<file path="config.mk">
export PLATFORM = sky130hd
export DESIGN_NAME = sprite_shifter_bank_flat
export DESIGN_NICKNAME = d
export VERILOG_FILES = /design/src/rtl/sprite_shifter_bank_if.sv /design/src/rtl/sprite_shifter_bank.sv /design/src/flat_wrapper.sv
export SDC_FILE = /design/constraint.sdc
export NUM_CORES = 1
export LEC_CHECK = 0
export ABC_AREA = 1
export CELL_PAD_IN_SITES_DETAIL_PLACEMENT = 1
export CELL_PAD_IN_SITES_GLOBAL_PLACEMENT = 2
export CORE_ASPECT_RATIO = 1.5
export CORE_UTILIZATION = 34
export CTS_CLUSTER_DIAMETER = 100
export CTS_CLUSTER_SIZE = 10
export DETAILED_ROUTE_END_ITERATION = 8
export GPL_TIMING_DRIVEN = 0
export PLACE_DENSITY = 0.82
export SYNTH_ARGS = -nofsm -noshare
export SYNTH_HDL_FRONTEND = slang
export SYNTH_SLANG_ARGS = --single-unit
</file>
<file path="constraint.sdc">
create_clock -name clk -period 2.65 [get_ports clk]
set_clock_uncertainty 0.05 [all_clocks]
set_input_delay 0.3975 -clock clk [delete_from_list [all_inputs] [get_ports clk]]
set_output_delay 0.3975 -clock clk [all_outputs]
set_load 0.01 [all_outputs]
</file>
<file path="src/rtl/sprite_shifter_bank_if.sv">
// Load bus from sprite fetch into the sprite output unit bank.
interface sprite_shifter_bank_if;
  logic       load_en;
  logic [2:0] load_idx;
  logic [7:0] load_pat_lo;
  logic [7:0] load_pat_hi;
  logic [7:0] load_attr;
  logic [7:0] load_x;

  modport master (output load_en, load_idx, load_pat_lo, load_pat_hi, load_attr, load_x);
  modport slave  (input  load_en, load_idx, load_pat_lo, load_pat_hi, load_attr, load_x);
endinterface

</file>
<file path="src/rtl/sprite_shifter_bank.sv">
// Eight sprite output units: X down-counter, two pattern shifters and attributes
// per unit, emitting one pixel/priority pair per unit per visible dot.
module sprite_shifter_bank #(
  parameter int XCNT_W = 8,
  parameter int PAL_W  = 2
) (
  input  logic                    clk,
  input  logic                    rst,
  input  logic                    pixel_en,
  input  logic                    visible,
  input  logic                    clear_all,
  sprite_shifter_bank_if.slave    lb,
  output logic [PAL_W+1:0]        sprite_pixel_0,
  output logic [PAL_W+1:0]        sprite_pixel_1,
  output logic [PAL_W+1:0]        sprite_pixel_2,
  output logic [PAL_W+1:0]        sprite_pixel_3,
  output logic [PAL_W+1:0]        sprite_pixel_4,
  output logic [PAL_W+1:0]        sprite_pixel_5,
  output logic [PAL_W+1:0]        sprite_pixel_6,
  output logic [PAL_W+1:0]        sprite_pixel_7,
  output logic [7:0]              sprite_priority_buff
);

  logic [7:0]        pat_lo [8];
  logic [7:0]        pat_hi [8];
  logic [PAL_W-1:0]  pal    [8];
  logic              prio   [8];
  logic [XCNT_W-1:0] xcnt   [8];
  logic [PAL_W+1:0]  pix    [8];

  logic unused_attr;
  assign unused_attr = ^{lb.load_attr[7], lb.load_attr[4:PAL_W]};

  function automatic logic [7:0] rev8(input logic [7:0] b);
    logic [7:0] r;
    r = '0;
    for (int unsigned k = 0; k < 8; k++) r[k] = b[7-k];
    return r;
  endfunction

  // Load beats clear_all for its own unit only; every other unit still clears or advances.
  always_ff @(posedge clk) begin
    for (int unsigned i = 0; i < 8; i++) begin
      if (rst) begin
        pat_lo[i] <= '0;
        pat_hi[i] <= '0;
        pal[i]    <= '0;
        prio[i]   <= 1'b1;
        xcnt[i]   <= '0;
      end else if (lb.load_en && lb.load_idx == 3'(i)) begin
        pat_lo[i] <= lb.load_attr[6] ? rev8(lb.load_pat_lo) : lb.load_pat_lo;
        pat_hi[i] <= lb.load_attr[6] ? rev8(lb.load_pat_hi) : lb.load_pat_hi;
        pal[i]    <= lb.load_attr[PAL_W-1:0];
        prio[i]   <= lb.load_attr[5];
        xcnt[i]   <= XCNT_W'(lb.load_x);
      end else if (clear_all) begin
        pat_lo[i] <= '0;
        pat_hi[i] <= '0;
        pal[i]    <= '0;
        prio[i]   <= 1'b1;
        xcnt[i]   <= '0;
      end else if (pixel_en && visible) begin
        if (xcnt[i] != '0) begin
          xcnt[i] <= xcnt[i] - 1'b1;
        end else begin
          pat_lo[i] <= {pat_lo[i][6:0], 1'b0};
          pat_hi[i] <= {pat_hi[i][6:0], 1'b0};
        end
      end
    end
  end

  always_comb begin
    sprite_priority_buff = '1;
    for (int unsigned i = 0; i < 8; i++) begin
      pix[i] = '0;
      if (xcnt[i] == '0) begin
        pix[i]                  = {pal[i], pat_hi[i][7], pat_lo[i][7]};
        sprite_priority_buff[i] = prio[i];
      end
    end
  end

  assign sprite_pixel_0 = pix[0];
  assign sprite_pixel_1 = pix[1];
  assign sprite_pixel_2 = pix[2];
  assign sprite_pixel_3 = pix[3];
  assign sprite_pixel_4 = pix[4];
  assign sprite_pixel_5 = pix[5];
  assign sprite_pixel_6 = pix[6];
  assign sprite_pixel_7 = pix[7];

endmodule

</file>
<file path="src/flat_wrapper.sv">
// flat-port wrapper written by rule: the top's interface ports become plain ports
module sprite_shifter_bank_flat 
#(
  parameter int XCNT_W = 8,
  parameter int PAL_W  = 2
)
  (clk, rst, pixel_en, visible, clear_all, sprite_pixel_0, sprite_pixel_1, sprite_pixel_2, sprite_pixel_3, sprite_pixel_4, sprite_pixel_5, sprite_pixel_6, sprite_pixel_7, sprite_priority_buff, lb_load_en, lb_load_idx, lb_load_pat_lo, lb_load_pat_hi, lb_load_attr, lb_load_x);
  sprite_shifter_bank_if lb_i ();
  input  logic clk;
  input  logic rst;
  input  logic pixel_en;
  input  logic visible;
  input  logic clear_all;
  output logic [PAL_W+1:0] sprite_pixel_0;
  output logic [PAL_W+1:0] sprite_pixel_1;
  output logic [PAL_W+1:0] sprite_pixel_2;
  output logic [PAL_W+1:0] sprite_pixel_3;
  output logic [PAL_W+1:0] sprite_pixel_4;
  output logic [PAL_W+1:0] sprite_pixel_5;
  output logic [PAL_W+1:0] sprite_pixel_6;
  output logic [PAL_W+1:0] sprite_pixel_7;
  output logic [7:0] sprite_priority_buff;
  input wire logic [$bits(lb_i.load_en)-1:0] lb_load_en;
  input wire logic [$bits(lb_i.load_idx)-1:0] lb_load_idx;
  input wire logic [$bits(lb_i.load_pat_lo)-1:0] lb_load_pat_lo;
  input wire logic [$bits(lb_i.load_pat_hi)-1:0] lb_load_pat_hi;
  input wire logic [$bits(lb_i.load_attr)-1:0] lb_load_attr;
  input wire logic [$bits(lb_i.load_x)-1:0] lb_load_x;
  assign lb_i.load_en = lb_load_en;
  assign lb_i.load_idx = lb_load_idx;
  assign lb_i.load_pat_lo = lb_load_pat_lo;
  assign lb_i.load_pat_hi = lb_load_pat_hi;
  assign lb_i.load_attr = lb_load_attr;
  assign lb_i.load_x = lb_load_x;
  sprite_shifter_bank #(.XCNT_W(XCNT_W), .PAL_W(PAL_W)) u_core (.clk(clk), .rst(rst), .pixel_en(pixel_en), .visible(visible), .clear_all(clear_all), .lb(lb_i), .sprite_pixel_0(sprite_pixel_0), .sprite_pixel_1(sprite_pixel_1), .sprite_pixel_2(sprite_pixel_2), .sprite_pixel_3(sprite_pixel_3), .sprite_pixel_4(sprite_pixel_4), .sprite_pixel_5(sprite_pixel_5), .sprite_pixel_6(sprite_pixel_6), .sprite_pixel_7(sprite_pixel_7), .sprite_priority_buff(sprite_priority_buff));
endmodule
</file>
==> flow_summary.yaml, run 1 <==
status:
  status: "complete, no violations"
layout:
  nFillCells: 3598
  syn_to_final_growth_pct: 22.1
  utilization_pct: 42.3
  instances_no_fill: 1712
  diodes: 0
  layout-drive-gt1-share_pct: 10.8
  nets: 1347
detailed_routing:
  firstDrtPassIters: 4
  drcViolationCount: 0
  ant_nets: 0
  routed_wl_mm: 31.4
  drt_iter0_markers: 403
  dr_total_vias: 8598
  via_per_inst: 5.02
  wire_per_inst_um: 18.3
placement:
  dp_hpwl_mm: 23.0
  place_congestion: 0.766
  port_buffers: 71
  pre_cts_slack_ps: -685
  dp_cells: 1648
cts:
  htree_levels: 1
  cts_tree: "yes"
  clkLatencyLatePin_ps: 540
  clkSlewWorstSetupHoldPaths_ps: 60
  numCtsBuffers: 25
  clk_path_buf_depth: 3
  clockRootBuffer: "clkbuf_16"
  cts_num_sinks: 216
setup_path:
  max_stage_delay_ps: 400
  cp.required_ps: 2200
  r2r-start: "u_core.xcnt[1][24]$_DFFE_PP_"
  cp-end-kind: "output pin"
  critical-path-top-delay-family: "buffers and inverters"
  crit_start: "u_core.xcnt[0][0]$_DFFE_PP_"
  crit_slowest_cell: "edfxtp_1"
  crit_fanout: 4
  critical_path_arrival_ps: 2130
  path_common_cell: "nor2_4"
  path_buf_inv: 5
  startpoint_type: "register"
  critPathKind: "reg2out"
  path_cells: "inv_2 > ha_4 > inv_1 > nor2_4 > nand2_2 > nor2_4 > clkinvlp_4 > buf_6 > nor2_4 > buf_2"
  r2r_setup_slack_ps: 170
timing:
  hold_ws_ps: 439
  hold_violations: 0
  min_period_ps: 2580
  slew_headroom_pct: 33.3
  fmax_ghz: 0.388
  tns_ps: 0
  final_max_slew_viol_count: 0
  setup_violations: 0
  period_share_pct: 97.2
  tightest_slew_ps: 1000
  setup_ws_ps: 74.6
grt:
  grt_pass1_vias: 9113
  grt_max_degree: 17
  track_usage_pct: 19.7
  antenna_found_initial: 0
  gr-total-overflow: 0
  grt_pass1_wl_mm: 49.2
floorplan:
  std_cell_rows: 79
  die_height_um: 220
  die_x_um: 147
  core_um2: 31100
  pin_count: 81
  initial_core_util_pct: 34.6
  dieArea_um2: 32400
job:
  drv_cap: 0
hold_path:
  hp-start: "u_core.prio[1][0]$_DFF_P_"
  hold_class: "reg2reg"
synthesis:
  ys_warn_count: 0
  ys_types: 25
  yosysTopAreaCell: "edfxtp_1"
  synth_area_um2: 10800
  yosys.area.top_type_share_pct: 59.9
  syn_area_per_cell_um2: 9.21
  synth_nets: 1220
  synth.area.top_cells: "edfxtp_1, nand2_1, nand3_1"
  syn_inst: 1171
  synth_seq_cells: 216
  ys_seq_area_share_pct: 60.1
power_and_ir_drop:
  ir_worst_vdd_mv: 0.426
  p_leak_nw: 5.51
  power.density_nw_per_um2: 629
-- power breakdown --
group / switching [mW] / internal [mW] / total, mW
logic: 0.716 / 0.361 / 1.08
registers: 0.0922 / 3.99 / 4.08
clock network: 1.32 / 1.81 / 3.12
-- layout make-up --
type,instances,area (um2),area share (%)
buffer,40,160,1.22
clock buffer,34,659,5.01
tap,405,507,3.85
inverter,155,592,4.49
multi-input combinational,760,3850,29.2
sequential,216,6480,49.2
clock inverter,2,38.8,0.294
timing repair buffer,100,886,6.73
-- logic make-up after synthesis --
kind of cell	count (synthesis)	share of synthesized area, %
buffers and inverters	195	6.88
AND/OR/NAND/NOR	556	21.8
XOR/XNOR	28	2.27
flip-flops	216	60.1
adder cells (fa/ha/maj)	8	0.928
AO/OA/AOI/OAI	168	8.10
-- what timing repair did --
item / in CTS / in global routing
buffers inserted: 20 / 8
setup endpoints to repair: 168 / 30
gates resized for setup: 111 / 29
pin swaps: 11 / 8
endpoints found under the hold margin: 0 / 0
hold buffers: 0 / 0
-- path summary, 6_finish.rpt --
check / cells past startpoint / endpoint
worst max-delay path: 10 / sprite_pixel_0[1]
worst min-delay path: 2 / u_core.prio[1][0]$_DFF_P_
worst max register to register: 8 / u_core.pat_lo[1][27]$_DFFE_PP_
worst min register to register: 2 / u_core.prio[1][0]$_DFF_P_
-- cells in the mapped netlist --
library cell    n
buf_1           6
o22ai_1        24
o21ai_0       129
clkbuf_1       26
buf_2           8
o21ai_1         5
nand4_1         8
nand3b_1        3
nand2_1       244
nand2_2         1
nor2_1        154
or2_2           8
a31oi_1         2
a21oi_1         8
dfxtp_1         1
nor2_4          3
xor2_1         17
inv_2           1
xnor2_1        11
edfxtp_1      215
nor2_2          2
inv_1         154
ha_1            8
nand3_4         1
nand3_1       132
-- per-stage QoR --
stage          instance area [um2]  power, mW
6_report                     13200       8.29
5_1_grt                      13200       8.60
4_1_cts                      13000       8.31
3_5_place_dp                 12000       5.09
3_3_place_gp                 12000       5.05
2_1_floorplan                10800       4.70
-- per-layer routing --
layer	part of all wire, %	track usage, %
met1	39	22.1
met2	55	38.3
met3	2.3	1.74
met4	3.2	7.70
met5	0	0
-- tightest hold or removal path, delay by kind of cell, from the launching register on --
family	cells	cell delay (ps)
AO/OA/AOI/OAI	1	90
flip-flops	1	320
buffers and inverters	1	50
-- sequential cells by signal (all words and copies together) (netlist names) --
name           count
u_core.xcnt       64
u_core.pat_lo     64
u_core.pat_hi     64
u_core.pal        16
u_core.prio        8
-- cells in the final DEF, fill, tap and decap left out, drive strengths merged --
cell type and instances:
nand2 245, edfxtp 215, nor2 159, inv 154
o21ai 134, nand3 133, clkbuf 60, buf 48
dlygate4sd2 33, clkdlybuf4s50 31, o22ai 24, xor2 17
xnor2 11, nand4 8, a21oi 8, ha 8
or2 8, nand3b 3, clkinvlp 2, a31oi 2
clkdlybuf4s15 2, bufinv 1, dfxtp 1
(Power assumes the default switching activity.)
==> run 2, diff against run 1 <==
- CAP_MARGIN: default -> 15
- CORE_MARGIN: default -> 3
==> flow_summary.yaml, run 2 (synthesis gave the netlist of run 1 again) <==
grt:
  grt_pass1_wl_mm: 48.5
  track_usage_pct: 18.4
  grt_max_degree: 17
  grt_pass1_vias: 8871
  gr-total-overflow: 0
  antenna_found_initial: 0
layout:
  syn_to_final_growth_pct: 22.7
  top_regs: "u_core.pat_hi (64), u_core.pat_lo (64), u_core.xcnt (64)"
  diodes: 0
  final_common_cell: "nand2_1"
  layout_common_cells: "nand2_1, edfxtp_1, nor2_1"
  nets: 1358
  layout-drive-gt1-share_pct: 11.2
  nFillCells: 3595
  final_area_um2: 13200
cts:
  htree_levels: 1
  hold_buffers: 0
  cts_tree: "yes"
  clkLatencyLatePin_ps: 530
  cts_num_sinks: 216
  clockRootBuffer: "clkbuf_16"
  clk_path_buf_depth: 3
  numCtsBuffers: 25
  clkSlewWorstSetupHoldPaths_ps: 60
setup_path:
  startpoint_type: "register"
  critical_path_arrival_ps: 2170
  cp.required_ps: 2200
  r2r-start: "u_core.xcnt[0][0]$_DFFE_PP_"
  r2r_setup_slack_ps: 170
  reg2reg_to: "u_core.pat_lo[0][2]$_DFFE_PP_"
  critPathKind: "reg2out"
  cp-end-kind: "output pin"
  ff2ff_path_depth: 11
  crit_fanout: 4
placement:
  pre_cts_slack_ps: -690
  port_buffers: 71
  dp_hpwl_mm: 23.3
  placed_cell_area_um2: 12100
  place_congestion: 0.793
hold_path:
  hp-start: "u_core.prio[1][0]$_DFF_P_"
  whs_path_depth: 2
  hold_class: "reg2reg"
  holdPathEnd: "u_core.prio[1][0]$_DFF_P_"
power_and_ir_drop:
  power.density_nw_per_um2: 628
  p_leak_nw: 5.54
  ir_worst_vdd_mv: 0.410
  power_mw: 8.30
floorplan:
  die_x_um: 151
  core_um2: 31100
  initial_core_util_pct: 34.6
  die_height_um: 224
  dieArea_um2: 33900
  std_cell_rows: 79
  pin_count: 81
timing:
  fmax_ghz: 0.381
  period_share_pct: 98.9
  tightest_slew_ps: 968
  setup_violations: 0
  hold_ws_ps: 454
  setup_ws_ps: 28.1
  final_max_slew_viol_count: 0
  slew_headroom_pct: 35.5
  rsz0062_at_grt: "true"
  hold_violations: 0
  min_period_ps: 2620
detailed_routing:
  dr_total_vias: 8519
  wire_per_inst_um: 18.3
  firstDrtPassIters: 5
  drcViolationCount: 0
  routed_wl_mm: 31.5
  drt_iter0_markers: 539
  ant_nets: 0
  via_per_inst: 4.94
job:
  drv_cap: 0
status:
  status: "complete, no violations"
[run 2: timing repair]
item	4_1_cts	5_1_grt
gates resized for setup	109	31
buffers inserted	20	12
pin swaps	14	9
endpoints found under the setup margin	137	46
[run 2: final cells by class]
type / count / area (um2) / area share (%)
sequential: 216 / 6480 / 49.0
multi-input combinational: 760 / 3810 / 28.8
timing repair buffer: 111 / 987 / 7.46
clock buffer: 34 / 659 / 4.98
inverter: 155 / 594 / 4.49
tap: 405 / 507 / 3.83
buffer: 40 / 160 / 1.21
clock inverter: 2 / 38.8 / 0.293
[run 2: where the power goes]
group          total, mW  switching [mW]  internal [mW]
logic               1.09           0.717          0.374
registers           4.08          0.0891           3.99
clock network       3.13            1.32           1.81
total               8.30            2.13           6.17
[run 2: through the flow]
stage / setup TNS, ps / util (%) / instances
final: 0 / 42.5 / 1723
after global routing: -287 / 42.5 / 1723
after CTS: -3.07 / 41.9 / 1711
after detailed placement: -27580 / 38.8 / 1655
after global placement: -55730 / 38.5 / 1647
after floorplan: 0 / - / 1171
[run 2: worst max path at each step]
stage,from,end,slack (ps),cells after the start
after floorplan,u_core.xcnt[0][0]$_DFFE_PP_,u_core.pat_hi[0][0]$_SDFFCE_PP0P_,180,8
after global placement,lb_load_en,u_core.pat_hi[1][2]$_SDFFCE_PN0P_,-660,7
after detailed placement,lb_load_idx[0],u_core.pat_hi[1][0]$_SDFFCE_PP0P_,-690,8
after CTS,u_core.xcnt[0][0]$_DFFE_PP_,sprite_priority_buff[0],-3,9
after global routing,u_core.xcnt[0][0]$_DFFE_PP_,sprite_pixel_0[1],-60,10
final,u_core.xcnt[1][24]$_DFFE_PP_,sprite_pixel_7[1],30,8
[run 2: worst max-delay path, cell delays in order, from the launching register on]
cell and delay, ps:
edfxtp_1 400, inv_2 100, ha_2 200, nand3_2 110, nor2_4 160, clkinvlp_4 150, buf_4 180, nor2_4 120
clkdlybuf4s15_2 230
[run 2: per-layer routing]
| layer | GRT usage, % | up-vias | wire (um) |
|---|---|---|---|
| met4 | 5.53 | 0 | 737 |
| met2 | 34.7 | 108 | 17300 |
| met5 | 0 | - | 0 |
| li1 | - | 4200 | - |
| met3 | 1.96 | 43 | 808 |
| met1 | 21.7 | 4168 | 12600 |
==> RTL change 1, RTL diff (settings of run 1) <==
`PAL_W` is set to 2 in 2 places; all go to 4.
--- a/src/rtl/sprite_shifter_bank.sv
+++ b/src/rtl/sprite_shifter_bank.sv
@@ -2,7 +2,7 @@
 // per unit, emitting one pixel/priority pair per unit per visible dot.
 module sprite_shifter_bank #(
   parameter int XCNT_W = 8,
-  parameter int PAL_W  = 2
+  parameter int PAL_W  = 4
 ) (
   input  logic                    clk,
   input  logic                    rst,
--- a/src/flat_wrapper.sv
+++ b/src/flat_wrapper.sv
@@ -2,7 +2,7 @@
 module sprite_shifter_bank_flat 
 #(
   parameter int XCNT_W = 8,
-  parameter int PAL_W  = 2
+  parameter int PAL_W  = 4
 )
   (clk, rst, pixel_en, visible, clear_all, sprite_pixel_0, sprite_pixel_1, sprite_pixel_2, sprite_pixel_3, sprite_pixel_4, sprite_pixel_5, sprite_pixel_6, sprite_pixel_7, sprite_priority_buff, lb_load_en, lb_load_idx, lb_load_pat_lo, lb_load_pat_hi, lb_load_attr, lb_load_x);
   sprite_shifter_bank_if lb_i ();
Ports: changed (8 resized); port bits go from 81 to 97. The function was not compared with the original's and may differ.
==> RTL change 1 against run 1 <==
Die area is 7.7% higher. Design area rose by 8.0%. Worst setup slack got worse by 0.017 ns. Via count increased by 8.9%. Area after synthesis rose by 7.8%. Final cell count increased by 8.4%. Hold slack worse by 0.081 ns. Routed wire length grew 14%. Clock power rose by 5%. Total power grew 6.8%. Sequential cell count up 16. Sequential share of layout area down 0.28 points. Critical path depth fell by 3. Critical endpoint is now sprite_priority_buff[3]. Highest routed layer unchanged.
==> RTL change 1: results (changes against run 1) <==
Worst hold path
  – Worst Hold End: u_core.xcnt[0][29] (was u_core.prio[1][0])
  – Hold Path Class: primary input to register (was register to register)
  – Worst Hold Launch: lb_load_x[5] (was u_core.prio[1][0])

Placement
  – IO Port Bufs: 88 (was 71)
  – Pre-CTS setup slack: -0.512 ns (was -0.685 ns)
  – GPL Wtd Cong: 0.790 (was 0.766)
  – Cell Area, Placed: 0.0131 mm² (was 0.0120 mm²)

Synth
  – Sequential fraction of the synthesis area: 0.599 (was 0.601)
  – Number of synthesized flops with an enable pin: 231 (was 215)
  – Synth cell types: 29 (was 25)
  – Area contributors post-synth: edfxtp_1 60%, nand2_1 10%, nand3_1 5.8%, nor2_1 5.6%, inv_1 5.0% (was edfxtp_1 60%, nand2_1 8.5%, nand3_1 6.1%, o21ai_0 6.0%, inv_1 5.4%)
  – Syn Area/Cell: 9.16 µm² (was 9.21 µm²)

GRT
  – GRT Resource Usage Total: 0.206 (was 0.197)
  – M1 GR Usage: 0.255 (was 0.221)
  – Grt met3 use: 0.0231 (was 0.0174)
  – Vias in the first global route: 9742 (was 9113)

Routing
  – Vias per inst: 5.05 (was 5.02)
  – Drt pass-1 iters: 5 (was 4)
  – Routed WL: 35700 µm (was 31400 µm)

Setup path
  – Worst reg2reg setup slack: 0.22 ns (was 0.17 ns)
  – CP Capture Point: sprite_priority_buff[3] (was sprite_pixel_0[1])
  – R2r startpoint: u_core.xcnt[1][0] (was u_core.xcnt[1][24])
  – Largest delay share family, worst path: simple AND/OR/NAND/NOR gates (was buffers and inverters)
  – Worst-path fanout max: 9 (was 4)
  – Crit. Startpoint: u_core.xcnt[0][24] (was u_core.xcnt[0][0])
  – Largest stage delay, worst path: 0.41 ns
  – CP Data Arrival Time: 2.14 ns

Final layout
  – Final #Nets: 1474 (was 1347)
  – Final-layout fill cell count: 3866 (was 3598)
  – Non-filler instance count after layout: 1855 (was 1712)
  – Layout cell share with drive strength beyond 1: 0.134 (was 0.108)
  – Final core utilization: 0.424 (was 0.423)

Pwr
  – VDD IR max: 426 µV (about the same)
  – Leak pwr: 6.27 nW (was 5.51 nW)

STA
  – Worst hold slack: 0.359 ns (was 0.439 ns)

Run status
  – Outcome: completed (unchanged)

CTS
  – Inserted Clock Buffers: 27 (was 25)
==> RTL change 1: per-layer routing <==
layer / wire length (µm) / vias to the layer above
met3: 1330 / 42
met5: 0 / -
li1: - / 4498
met2: 18100 / 186
met4: 1040 / 0
met1: 15200 / 4636
==> RTL change 1: final cells by class <==
| cell class | count | area [µm²] | area share |
|---|---|---|---|
| clock inverters | 2 | 17.5 | 0.00123 |
| multi-input cells | 830 | 4080 | 0.287 |
| repair buffers | 127 | 1100 | 0.0772 |
| flip-flops and latches | 232 | 6960 | 0.489 |
| plain buffers | 39 | 194 | 0.0136 |
| well taps | 420 | 526 | 0.0369 |
| clock buffers | 37 | 713 | 0.0501 |
| inverters | 168 | 643 | 0.0452 |
==> RTL change 1: report_power, final <==
part / leakage (nW) / switching [mW] / internal [mW] / total, mW
combinational: 3.34 / 0.791 / 0.387 / 1.18
clock: 0.354 / 1.44 / 1.85 / 3.29
sequential: 2.57 / 0.0967 / 4.29 / 4.38
total: 6.27 / 2.32 / 6.52 / 8.85
==> RTL change 1: worst reg2reg max path: cells and delay by family (launching register included) <==
family	cells	cell delay, ns
buffers and inverters	3	0.50
adder cells (fa/ha/maj)	1	0.21
AND/OR/NAND/NOR	4	0.89
flip-flops	1	0.40
==> RTL change 1: cell families after synthesis <==
group,after synthesis,synth area share
buffers and inverters,207,0.0710
DFF,232,0.599
xor gates and xnor gates,25,0.0188
adders and majority gates,8,0.00861
AOI/OAI and AO/OA,130,0.0588
and+or+nand+nor,667,0.244
==> RTL change 1: what timing repair did <==
item | CTS | global route
pin swaps | 9 | 8
setup buffers | 12 | 25
hold buffers | 0 | 0
setup endpoints to repair | 168 | 30
gates resized for setup | 107 | 31
==> RTL change 2, RTL diff (settings of run 1) <==
Without the edit above. Register the inputs `pixel_en`, `visible` and `clear_all` before use, without a reset. The logic sees them one clock later. The other inputs are not delayed to match.
--- a/src/rtl/sprite_shifter_bank.sv
+++ b/src/rtl/sprite_shifter_bank.sv
@@ -20,6 +20,16 @@
   output logic [PAL_W+1:0]        sprite_pixel_7,
   output logic [7:0]              sprite_priority_buff
 );
+
+  logic pixel_en_q;
+  logic visible_q;
+  logic clear_all_q;
+
+  always_ff @(posedge clk) begin
+    pixel_en_q  <= pixel_en;
+    visible_q   <= visible;
+    clear_all_q <= clear_all;
+  end
 
   logic [7:0]        pat_lo [8];
   logic [7:0]        pat_hi [8];
@@ -53,13 +63,13 @@
         pal[i]    <= lb.load_attr[PAL_W-1:0];
         prio[i]   <= lb.load_attr[5];
         xcnt[i]   <= XCNT_W'(lb.load_x);
-      end else if (clear_all) begin
+      end else if (clear_all_q) begin
         pat_lo[i] <= '0;
         pat_hi[i] <= '0;
         pal[i]    <= '0;
         prio[i]   <= 1'b1;
         xcnt[i]   <= '0;
-      end else if (pixel_en && visible) begin
+      end else if (pixel_en_q && visible_q) begin
         if (xcnt[i] != '0) begin
           xcnt[i] <= xcnt[i] - 1'b1;
         end else begin
Function: changed (Yosys sat finds a counterexample within 4 cycles, from zero or initial values).
==> RTL change 2 against run 1 <==
Sequential cell count is 3 higher. Design area is 1.6% higher. Area after synthesis is 3.1% higher. Sequential share of layout area is 0.33 points lower. Worst setup slack worse by 0.011 ns. Global-route usage is 1.3 points higher. Hold slack worse by 0.18 ns. Total power is 0.92% higher. Non-clock buffer count is 11 lower. Routed wire length is 9.3% higher. Utilization is 0.52 points lower. Maximum frequency is 0.41% lower. Highest routed layer unchanged.
==> RTL change 2: results (changes against run 1) <==
Routing
  – Initial DRC Count: 616 (was 403)
  – Via Count: 8912 (was 8598)
  – Routed WL: 34300 µm (was 31400 µm)
  – Drt pass-1 iters: 5 (was 4)

Synth
  – Ys async rst share: 0 (unchanged)
  – Sequential fraction of the synthesis area: 0.588 (was 0.601)
  – Top cells by count, synth: 285 x nand2_1, 215 x edfxtp_1, 140 x inv_1 (was 244 x nand2_1, 215 x edfxtp_1, 154 x inv_1, 154 x nor2_1, 132 x nand3_1)
  – Syn Nets: 1244 (was 1220)
  – Number of synthesized flops with an enable pin: 215 (unchanged)
  – Area contributors post-synth: edfxtp_1 58%, nand2_1 9.6%, nand3_1 5.9%, inv_1 4.7%, o21ai_0 4.3% (was edfxtp_1 60%, nand2_1 8.5%, nand3_1 6.1%, o21ai_0 6.0%, inv_1 5.4%)
  – Yosys warns: 0 (unchanged)
  – Synth cell types: 30 (was 25)

Setup path
  – CP Data Arrival Time: 2.14 ns
  – Worst-path fanout max: 5 (was 4)
  – Critical path class: register to output pin (unchanged)
  – R2r startpoint: u_core.xcnt[1][24] (unchanged)

Final layout
  – Layout cell share with drive strength beyond 1: 0.144 (was 0.108)
  – # diodes: 0 (unchanged)
  – Largest registers: u_core.pat_hi (64), u_core.pat_lo (64), u_core.xcnt (64) (unchanged)
  – Final #Nets: 1367 (was 1347)

Placement
  – GPL Wtd Cong: 0.795 (was 0.766)
  – IO Port Bufs: 72 (was 71)
  – Post-DP HPWL: 23300 µm (was 23000 µm)

CTS
  – Root buf cell: clkbuf_16 (unchanged)
  – Inserted Clock Buffers: 25 (unchanged)
  – Clock transition at the registers of the reported paths: 0.06 ns (about the same)
  – H-tree Lvls: 1 (unchanged)
  – Max Root-Sink Buffers: 3 (unchanged)
  – Clock Latency Late Sink: 0.54 ns (about the same)

GRT
  – Initial antenna violation count: 1 (was 0)
  – GRT Resource Usage Total: 0.211 (was 0.197)
  – Grt met3 use: 0.0223 (was 0.0174)
  – First-pass GRT wire length: 52500 µm (was 49200 µm)
  – Vias in the first global route: 9310 (was 9113)
  – Met2 usage: 0.392 (was 0.383)
  – M1 GR Usage: 0.238 (was 0.221)
  – Pin count of the biggest net entering global routing: 17 (unchanged)

Pwr
  – Leak pwr: 5.69 nW (was 5.51 nW)
  – VDD IR max: 482 µV (was 426 µV)

Worst hold path
  – Hold Path Class: primary input to register (was register to register)
  – Worst Hold Launch: visible (was u_core.prio[1][0])

STA
  – Final hold vios: 0 (unchanged)
  – Slew margin rel.: 0.0496 (was 0.333)

Run status
  – Outcome: completed (unchanged)
[RTL change 2: power by group]
group	internal, mW	switching, mW
clock network	1.77	1.40
registers	4.02	0.0856
logic	0.338	0.748
[RTL change 2: cell families after synthesis]
family | Yosys count | share of synthesized area
xor gates and xnor gates | 26 | 0.0205
and+or+nand+nor | 602 | 0.243
adders and majority gates | 8 | 0.00900
buffers and inverters | 193 | 0.0711
DFF | 219 | 0.588
AOI/OAI and AO/OA | 147 | 0.0690
[RTL change 2: worst paths after layout]
| path | end | slack [ns] | depth (start not counted) |
|---|---|---|---|
| worst max-delay path | sprite_priority_buff[7] | 0.06 | 7 |
| worst min-delay path | u_core.visible_q | 0.26 | 1 |
| worst max register to register | u_core.pat_hi[1][29] | 0.19 | 11 |
| worst min register to register | u_core.prio[1][0] | 0.43 | 2 |
[RTL change 2: worst max-delay path, stage by stage (launching register included)]
cell and delay [ns]:
edfxtp_1 0.41, inv_2 0.10, ha_4 0.14, nand2_1 0.07, nor2_1 0.12, nand3_2 0.16, or2_2 0.31, dlygate4sd2_1 0.28
[RTL change 2: cell type report]
cell class / count / area [µm²]
inverter: 160 / 603
buffer: 33 / 190
clock buffer: 45 / 701
multi-input combinational: 783 / 3970
fill: 3712 / 18600
timing repair buffer: 96 / 865
sequential: 219 / 6540
clock inverter: 1 / 8.76
tap: 410 / 513
[RTL change 2: per-layer routing]
layer  routed length, µm  part of all wire
met5                   0                 0
met3                1130             0.033
met1               13400              0.39
met4                1390             0.041
met2               18400              0.54
[RTL change 2: stage by stage]
step / setup slack, ns / cells / total power [mW] / cell area (µm²)
final: 0.0641 / 1747 / 8.36 / 13400
after global routing: -0.00908 / 1747 / 8.67 / 13400
after CTS: -0.0221 / 1738 / 8.40 / 13300
after detailed placement: -0.415 / 1678 / 5.17 / 12400
after global placement: -1.14 / 1677 / 5.13 / 12400
after floorplan: 0.0811 / 1195 / 4.75 / 11100
[RTL change 2: repair_timing]
| item | 4_1_cts | 5_1_grt |
|---|---|---|
| setup endpoints to repair | 45 | 83 |
| buffers inserted | 14 | 9 |
| gates cloned | 0 | 0 |
| gates resized for setup | 72 | 26 |
| pin swaps | 9 | 4 |
